## config.mk

```make
export PLATFORM = sky130hd
export DESIGN_NAME = fetch_stage
export DESIGN_NICKNAME = d
export VERILOG_FILES = /design/src/rtl/fetch_stage.sv
export SDC_FILE = /design/constraint.sdc
export NUM_CORES = 1
export LEC_CHECK = 0
export ABC_AREA = 0
export CAP_MARGIN = 25
export CORE_MARGIN = 4
export CORE_UTILIZATION = 48
export CTS_BUF_LIST = sky130_fd_sc_hd__clkbuf_8
export CTS_CLUSTER_DIAMETER = 100
export DETAILED_ROUTE_END_ITERATION = 8
export PLACE_DENSITY = 0.73
export SYNTH_ARGS = -nofsm -noshare
export SYNTH_HDL_FRONTEND = slang
export SYNTH_SLANG_ARGS = --single-unit
```

## constraint.sdc

```tcl
create_clock -name clk -period 6.6 [get_ports clk]
set_clock_uncertainty 0.15 [all_clocks]
set_input_delay 1.32 -clock clk [delete_from_list [all_inputs] [get_ports clk]]
set_output_delay 1.32 -clock clk [all_outputs]
set_load 0.05 [all_outputs]
```

## src/rtl/fetch_stage.sv

```systemverilog
// Instruction fetch stage: drives the instruction memory port, absorbs decode
// stalls with a one-entry skid buffer and squashes the wrong path on redirects.
module fetch_stage (
    input  logic        clk,
    input  logic        reset,
    output logic [63:0] imem_addr,
    output logic        imem_req,
    input  logic [31:0] imem_rdata,
    input  logic        imem_ready,
    input  logic        PCSrc_F,
    input  logic [63:0] PCBranch_F,
    input  logic        stall_D,
    output logic [31:0] instr_D,
    output logic [63:0] pc_D,
    output logic        valid_D,
    output logic [10:0] Op_D
);

    localparam int unsigned XLEN  = 64;
    localparam int unsigned ILEN  = 32;
    localparam int unsigned OPW   = 11;
    localparam logic [XLEN-1:0] PC_STEP = XLEN'(4);

    typedef enum logic [1:0] {
        FETCH  = 2'd0,
        BUFFER = 2'd1,
        DRAIN  = 2'd2
    } state_t;

    typedef struct packed {
        logic [ILEN-1:0] instr;
        logic [XLEN-1:0] pc;
    } fetch_entry_t;

    state_t           state_q,  state_d;
    logic [XLEN-1:0]  pc_q,     pc_d;
    logic [XLEN-1:0]  target_q, target_d;
    fetch_entry_t     dec_q,    dec_d;
    fetch_entry_t     skid_q,   skid_d;
    logic             valid_q,  valid_d;
    logic [XLEN-1:0]  pc_plus4;
    fetch_entry_t     resp;

    assign pc_plus4 = pc_q + PC_STEP;
    assign resp     = '{instr: imem_rdata, pc: pc_q};

    // State and datapath registers; reset overrides any response in flight.
    always_ff @(posedge clk) begin
        if (!reset) begin
            state_q  <= FETCH;
            pc_q     <= '0;
            target_q <= '0;
            dec_q    <= '0;
            skid_q   <= '0;
            valid_q  <= 1'b0;
        end else begin
            state_q  <= state_d;
            pc_q     <= pc_d;
            target_q <= target_d;
            dec_q    <= dec_d;
            skid_q   <= skid_d;
            valid_q  <= valid_d;
        end
    end

    // Next-state and datapath updates; a redirect outranks stall and normal flow.
    always_comb begin
        state_d  = state_q;
        pc_d     = pc_q;
        target_d = target_q;
        dec_d    = dec_q;
        skid_d   = skid_q;
        valid_d  = valid_q;

        case (state_q)
            FETCH: begin
                if (PCSrc_F) begin
                    valid_d = 1'b0;
                    if (imem_ready) begin
                        pc_d    = PCBranch_F;
                        state_d = FETCH;
                    end else begin
                        // Request already issued at old PC; finish it before moving.
                        target_d = PCBranch_F;
                        state_d  = DRAIN;
                    end
                end else if (imem_ready) begin
                    pc_d = pc_plus4;
                    if (stall_D) begin
                        skid_d  = resp;
                        state_d = BUFFER;
                    end else begin
                        dec_d   = resp;
                        valid_d = 1'b1;
                    end
                end else if (!stall_D) begin
                    valid_d = 1'b0;
                end
            end

            BUFFER: begin
                if (PCSrc_F) begin
                    valid_d = 1'b0;
                    skid_d  = '0;
                    pc_d    = PCBranch_F;
                    state_d = FETCH;
                end else if (!stall_D) begin
                    dec_d   = skid_q;
                    valid_d = 1'b1;
                    state_d = FETCH;
                end
            end

            DRAIN: begin
                valid_d = 1'b0;
                if (PCSrc_F) begin
                    target_d = PCBranch_F;
                    if (imem_ready) begin
                        pc_d    = PCBranch_F;
                        state_d = FETCH;
                    end
                end else if (imem_ready) begin
                    pc_d    = target_q;
                    state_d = FETCH;
                end
            end

            default: begin
                state_d = FETCH;
            end
        endcase
    end

    // Memory port: address is the PC; no request while holding a buffered word.
    assign imem_addr = pc_q;
    assign imem_req  = reset && (state_q != BUFFER);

    assign instr_D = dec_q.instr;
    assign pc_D    = dec_q.pc;
    assign valid_D = valid_q;
    assign Op_D    = valid_q ? dec_q.instr[ILEN-1:ILEN-OPW] : OPW'(0);

endmodule

```

# --- Word level (Yosys, flattened, before mapping) ---
# Cells that the tools add are included.
word_totals:
  register_bits: 323
  word_cells: 75
  output_inout_bits: 173
  in_bits: 101
op_classes:
  n_eq_ne: 19
  n_reduce_logical: 11
  add_sub_neg: 1
  mux: 36
ops:
  columns: ["op", "n"]
  rows:
  - ["two-way mux 96 bit", 9]
  - ["two-way mux 64 bit", 8]
  - ["one-hot mux 96 bit (2 select lines)", 2]
  - ["one-hot mux 64 bit (3 select lines)", 1]
  - ["one-hot mux 64 bit (2 select lines)", 1]
  - ["adder 64 x 3 -> 64 bit, second input constant", 1]
  - ["!= test 2 bit, second input constant", 11]
  - ["two-way mux 2 bit", 7]
  - ["!= test 3 bit, second input constant", 4]
  - ["AND reduction 4 bit", 3]
  - ["two-way mux 11 bit", 1]
  - ["one-hot mux 2 bit (3 select lines)", 1]
  - ["AND reduction 6 bit", 1]
  - ["two-way mux 1 bit", 5]
  - ["AND reduction 5 bit", 1]
  - ["!= test 4 bit, second input constant", 1]
  - ["nonzero test 2 bit", 2]
  - ["one-hot mux 1 bit (3 select lines)", 1]
  - ["nonzero test 3 bit", 1]
  - ["== test 2 x 1 -> 1 bit, second input constant", 1]
  - ["== test 2 bit, second input constant", 1]
  - ["zero test 2 bit", 1]
  - ["!= test 2 x 1 -> 1 bit, second input constant", 1]
  - ["AND reduction 2 bit", 1]
  - ["logical AND 1 bit", 1]

# --- Depth between registers and ports, before layout ---
# Gate-level depths: netlist of run 1.
logic_depth:
  word_depth: 4
  depth_mapped: 12
  mapped_depth_nobuf: 8

# --- Least setup slack after synthesis of run 1 ---
# Ideal clock, no wire load.
synth_path:
  kind: "input to output"
  startpoint: "input port reset"
  endpoint: "output port imem_req"
  arrival_time_ps: 2796
  required_ps: 5130
  n_path_buf: 4
  setup_slack_ps: 2334
  stages: 6
  path_cell_list: "buf_2 -> inv_1 -> clkbuf_1 -> clkbuf_1 -> buf_1 -> nor2_1"
synth_between:
  elab_chain_len: 1
synth_rtl:
  columns: ["element", "line", "source"]
  rows:
  - ["start, declared", "5", "input logic reset,"]
  - ["logical AND 1 bit", "136", "assign imem_req = reset && (state_q != BUFFER);"]
  - ["end, declared", "7", "output logic imem_req,"]
# Every way passes these cells.

# --- Worst setup path after layout of run 1 ---
# Ends and elaborated chain as after synthesis.

==> key figures, run 1 <==
Yosys
  – Async set or reset register ratio after synthesis: 0%
  – Most frequent cells after synthesis: dfxtp_1, nor2_1, nand2_1, clkbuf_1, a21oi_1
  – Gate Count Post-Synth: 2,054
  – Syn Std Cell Area: 16,500 um2
  – Mapped Nets: 2,160
  – Count leader, synth: dfxtp_1
  – Top_reg_cell synth: dfxtp_1
  – #FFs+latches synth: 323
  – Register area share after synthesis: 39.1%
  – Cell taking the most area after synthesis: dfxtp_1
  – Yosys top cell area share: 39.1%
  – Syn. warnings: 0
  – Synth area leaders: dfxtp_1, mux2i_1, nor2_1, a22oi_1, nand2_1
  – Number of synthesized flops with an enable pin: 0
  – Syn Area/Cell: 8.05 um2
  – Count of cell types in the netlist: 77

Floorplan
  – Num ports: 274
  – Die Height: 194 um
  – Core Box Area: 33,800 um2
  – Initial Util: 49.0%
  – Die footprint: 37,500 um2
  – Die Width: 194 um
  – Num rows: 67

GRT
  – Total grt overflow: 0
  – Pin count of the biggest net entering global routing: 194
  – Vias in the first global route: 15.9k
  – Global Route Usage Sum: 29.9%
  – First-pass GRT wire length: 92.2 mm
  – Number of antenna violations at the first check in global routing: 0

Power
  – Logic pwr share: 20.4%
  – Int Pwr: 0.00363 W
  – Clock network power share: 38.0%
  – P_sw: 0.00177 W
  – Switching part of the total: 32.8%
  – Pleak: 6.89 nW
  – Sequential power share: 41.6%
  – PD cells: 263 nW/um2
  – Max VDD drop: 0.150 mV

Worst setup path
  – Flop-to-flop setup slack: 2.88 ns
  – R2r startpoint: imem_addr[2]
  – CP max stage delay: 0.74 ns
  – Cell Chain, Critical Path: clkdlybuf4s50_1, inv_8, nor2_1, clkdlybuf4s50_1
  – Worst Setup EP: imem_req
  – Critical Path Slowest Stage Cell: clkdlybuf4s50_1
  – Required @ worst endpoint: 5.13 ns
  – Worst setup path startpoint: reset
  – CP Launch Type: primary input
  – Capturing point of the worst reg2reg path: imem_addr[60]
  – Setup Crit Path Kind: primary input to output port
  – Worst reg2reg path depth: 8
  – Element type at the critical path end: output port
  – CP Data Arrival Time: 3.29 ns
  – Crit-path max FO: 100
  – CP dominant cell by count: clkdlybuf4s50_1

Timing
  – Setup slack after layout: 1.84 ns
  – Slew Limit Fails: 0
  – Setup_tns: 0 ns
  – Slew HR: 27.9%
  – Tmin final: 4.76 ns
  – Final Hold Violating Endpoints: 0
  – Slew @ Worst Pin: 1.08 ns
  – Final setup violation count: 0
  – Fmax achieved: 210 MHz
  – Fin crit share: 72.2%
  – RSZ-0062 raised after global routing: no

Layout
  – Share of cells above drive strength 1: 7.13%
  – Reg area: 6470 um2
  – Multi-input gate area: 9210 um2
  – Fin nets: 2,304
  – Area growth syn-to-layout: 24.3%
  – # fillers: 2,964
  – Diode count: 0

Route
  – Via density: 6.35
  – Starting DRT DRC Count: 1,821
  – Routed Antenna Nets: 0
  – WL/cell: 22.4 um
  – DRC Markers: 0
  – Routed WL: 60.3 mm
  – Via Count: 17.1k
  – Pre-antenna DRT Iters: 6

Clocking
  – Clk sinks: 323
  – Post-cts resize count: 0
  – Clock transition at path regs: 0.06 ns
  – Total clock buffers created by CTS: 55
  – H-tree levels: 2
  – Maximum buffer depth of the clock tree: 3
  – Post-CTS setup buffer count: 0
  – CTS tree: built
  – Root buf cell: clkbuf_8
  – Hold-fix buffers at CTS: 0
  – Clk Latency, worst-skew pair: 0.61 ns

Placement
  – DP Worst Slack: 1.85 ns
  – Gp weighted congestion: 0.942
  – Dpl hpwl: 39.0 mm
  – IO Port Bufs: 273

Min path
  – HP Class: flop to flop

Job
  – MaxCap Viol Count: 0

Run status
  – Status: finished, final reports clean
## sequential cells by signal, indices dropped and copies added (netlist names)
signal and flops:
target_q 64, instr_D 32, pc_D 64, state_q 2, imem_addr 64, skid_q 96
valid_D 1
## final cells by class
class,instances,share of cell area (%)
Clock buffer,76,5.09
Clock inverter,28,1.16
Inverter,15,0.310
Multi-Input combinational cell,1502,44.8
Sequential cell,323,31.5
Tap cell,448,2.73
Timing Repair Buffer,301,14.5
## critical path: cells and delay by family
kind | cells | cell delay, ns
buf+inv | 3 | 1.79
simple gates | 1 | 0.10
## power by group through the flow
stage | sequential, W | clock, W | combinational (W)
finish | 0.00225 | 0.00206 | 0.00110
global route | 0.00226 | 0.00217 | 0.00117
CTS | 0.00224 | 0.00208 | 0.00109
detailed placement | 0.00228 | 0 | 0.00109
global placement | 0.00228 | 0 | 0.00107
floorplan | 0.00242 | 0 | 0.000529
## metrics by stage
stage / power (W) / cell area, um2 / hold slack [ns] / utilization (%) / cells
finish: 0.00540 / 20600 / 0.306 / 60.8 / 2693
global route: 0.00560 / 20600 / 0.331 / 60.8 / 2693
CTS: 0.00541 / 20500 / 0.307 / 60.8 / 2690
detailed placement: 0.00337 / 19200 / 0.298 / 57.0 / 2586
global placement: 0.00335 / 19200 / 0.289 / 56.9 / 2585
floorplan: 0.00295 / 16500 / 0.283 / - / 2054
## routing by layer
metal	global-route usage (%)	vias to the layer above	routed length [um]	share of wire (%)
met5	0	-	0	0
met4	14.5	0	3010	5.0
met3	6.46	185	5570	9.2
met2	48.8	913	27800	46
met1	37.8	8153	23800	40
li1	-	7847	-	-
## cells in the final DEF (no fill, tap or decap), types with 33 or more instances in the layout
| master | Yosys | layout |
|---|---|---|
| o21ai_0 | 76 | 75 |
| nand3_1 | 34 | 33 |
| clkdlybuf4s50_1 | 0 | 271 |
| a211oi_1 | 101 | 100 |
| a21oi_1 | 145 | 145 |
| mux2i_1 | 136 | 136 |
| a22oi_1 | 131 | 131 |
| clkbuf_8 | 0 | 76 |
| nand2_1 | 253 | 253 |
| nor2_1 | 271 | 271 |
| dfxtp_1 | 323 | 323 |
## worst min-delay path by stage
stage | start | end | slack (ns) | cells after the start
6_report | target_q[47] | target_q[47] | 0.31 | 2
5_1_grt | target_q[12] | target_q[12] | 0.33 | 2
4_1_cts | target_q[47] | target_q[47] | 0.31 | 2
3_5_place_dp | target_q[38] | target_q[38] | 0.30 | 2
3_3_place_gp | target_q[15] | target_q[15] | 0.29 | 2
2_1_floorplan | target_q[15] | target_q[15] | 0.28 | 2
## kinds of logic after synthesis
family          after synthesis  synth area share (%)
simple gates                704                  18.9
compound gates              635                  26.5
flops                       323                  39.1
buf+inv                     229                  5.60
mux                         141                  8.57
xor+xnor                     17                 0.900
fa+ha+maj                     5                 0.378
No activity file was read; power rests on OpenSTA's default activity.
==> run 2, diff against run 1 <==
PLACE_DENSITY = 0.76   (was 0.73)
clock period = 4 ns   (was 6.6 ns; I/O delays follow)
==> key figures, run 2 (same netlist as run 1, synthesis figures left out) <==
Worst setup path
  – CP Launch Type: primary input
  – Required @ worst endpoint: 3.05 ns
  – Element type at the critical path end: output port
  – Buffers & Inverters on Critical Path: 4
  – Cell Chain, Critical Path: clkdlybuf4s50_1, buf_4, inv_8, nor2_1, buf_12
  – CP Data Arrival Time: 2.38 ns
  – Setup Crit Path Kind: primary input to output port
  – Crit-path max FO: 50
  – Largest delay share family, worst path: buffers and inverters
  – Flop-to-flop setup slack: 0.77 ns
  – Critical Path Slowest Stage Cell: clkdlybuf4s50_1
  – CP max stage delay: 0.53 ns

Placement
  – Dpl hpwl: 41.2 mm
  – IO Port Bufs: 273
  – Gp weighted congestion: 0.985
  – DP Worst Slack: 0.541 ns
  – DP Area: 19,700 um2

Floorplan
  – Die Height: 194 um
  – Die footprint: 37,500 um2
  – Num ports: 274
  – Initial Util: 49.0%
  – Core Box Area: 33,800 um2
  – Die Width: 194 um
  – Num rows: 67

Route
  – Routed WL: 61.3 mm
  – Via density: 6.32
  – Routed Antenna Nets: 0
  – Via Count: 17.3k
  – Starting DRT DRC Count: 1,845
  – WL/cell: 22.4 um
  – DRC Markers: 0
  – Pre-antenna DRT Iters: 6

Timing
  – Slew @ Worst Pin: 0.871 ns
  – Setup slack after layout: 0.668 ns
  – Slew HR: 41.4%
  – Tmin final: 3.33 ns
  – Final Hold Violating Endpoints: 0
  – Final setup violation count: 0
  – RSZ-0062 raised after global routing: no
  – Fin crit share: 83.3%
  – Hold Worst Slack: 0.305 ns
  – Slew Limit Fails: 0
  – Setup_tns: 0 ns
  – Fmax achieved: 300 MHz

Layout
  – Commonest cells after routing, fill and taps aside: dfxtp_1, nor2_1, clkdlybuf4s50_1
  – Area growth syn-to-layout: 26.6%
  – Share of cells above drive strength 1: 9.11%
  – Commonest non-fill, non-tap cell in the layout: dfxtp_1
  – Diode count: 0
  – # fillers: 2,970
  – Largest reg by FF count: skid_q
  – Design Area, Final: 20,900 um2
  – Number of flip-flops in the largest register: 96
  – Fin nets: 2,356

GRT
  – Pin count of the biggest net entering global routing: 146
  – Number of antenna violations at the first check in global routing: 0
  – M2 GR Usage: 50.2%
  – Vias in the first global route: 16.6k
  – Global Route Usage Sum: 30.8%
  – First-pass GRT wire length: 94.4 mm
  – Busiest layer in global routing: met2
  – Met3 global-route usage: 7.12%
  – Total grt overflow: 0
  – Met1 Use GR: 38.0%

Power
  – Pleak: 7.14 nW
  – Switching part of the total: 33.1%
  – Logic pwr share: 22.6%
  – Sequential power share: 41.1%
  – Clock network power share: 36.3%
  – Design Power: 0.00881 W
  – Max VDD drop: 0.259 mV
  – Int Pwr: 0.00589 W
  – P_sw: 0.00292 W
  – PD cells: 420 nW/um2

Clocking
  – Clk Latency, worst-skew pair: 0.65 ns
  – Post-CTS setup buffer count: 0
  – CTS tree: built
  – Root buf cell: clkbuf_8
  – Total clock buffers created by CTS: 55
  – Hold-fix buffers at CTS: 0
  – H-tree levels: 2
  – Post-cts resize count: 0
  – Clk sinks: 323
  – Maximum buffer depth of the clock tree: 3
  – Clock transition at path regs: 0.05 ns

Job
  – MaxCap Viol Count: 0

Min path
  – HP Class: flop to flop

Run status
  – Status: finished, final reports clean
run 2: cell count changes in the layout (fill, tap and decap cells not counted), moves of 2 or more:
cell | previous run | this run
clkbuf_8 | 76 | 78
buf_12 | 2 | 8
buf_4 | 23 | 71
clkbuf_2 | 2 | 0
bufinv_16 | 4 | 1
clkinv_2 | 7 | 5
run 2: final timing paths:
kind              endpoint           from  depth (start not counted)
max reg2reg  imem_addr[49]  imem_addr[16]                          6
min            target_q[5]    target_q[5]                          2
min reg2reg    target_q[5]    target_q[5]                          2
max               imem_req          reset                          5
run 2: power by group through the flow:
stage	logic [W]	clock network, W	registers (W)
finish	0.00199	0.00320	0.00362
global route	0.00211	0.00338	0.00364
CTS	0.00197	0.00324	0.00361
detailed placement	0.00196	0	0.00368
global placement	0.00193	0	0.00367
floorplan	0.000873	0	0.00399
run 2: layer usage:
metal	vias up	routed length, um
met5	-	0
met4	0	3530
met3	218	5920
met2	935	28100
met1	8202	23700
li1	7962	-
run 2: area by class of cell:
| class | count | area [um2] | area share (%) |
|---|---|---|---|
| Multi-Input combinational cell | 1502 | 9200 | 43.9 |
| Tap cell | 448 | 561 | 2.68 |
| Inverter | 15 | 63.8 | 0.305 |
| Clock buffer | 78 | 1070 | 5.12 |
| Sequential cell | 323 | 6470 | 30.9 |
| Clock inverter | 22 | 126 | 0.603 |
| Timing Repair Buffer | 353 | 3460 | 16.5 |
run 2: stage by stage:
| step | util (%) | std cells |
|---|---|---|
| final | 62.0 | 2741 |
| after global routing | 62.0 | 2741 |
| after floorplan | - | 2054 |
| after detailed placement | 58.4 | 2640 |
| after global placement | 58.3 | 2639 |
| after CTS | 61.9 | 2740 |
run 2: worst min-delay path, delay by kind of cell, from the launching register on:
kind | cells | cell delay [ns]
flip-flops | 1 | 0.30
AND/OR/NAND/NOR | 1 | 0.05
AO/OA/AOI/OAI | 1 | 0.05
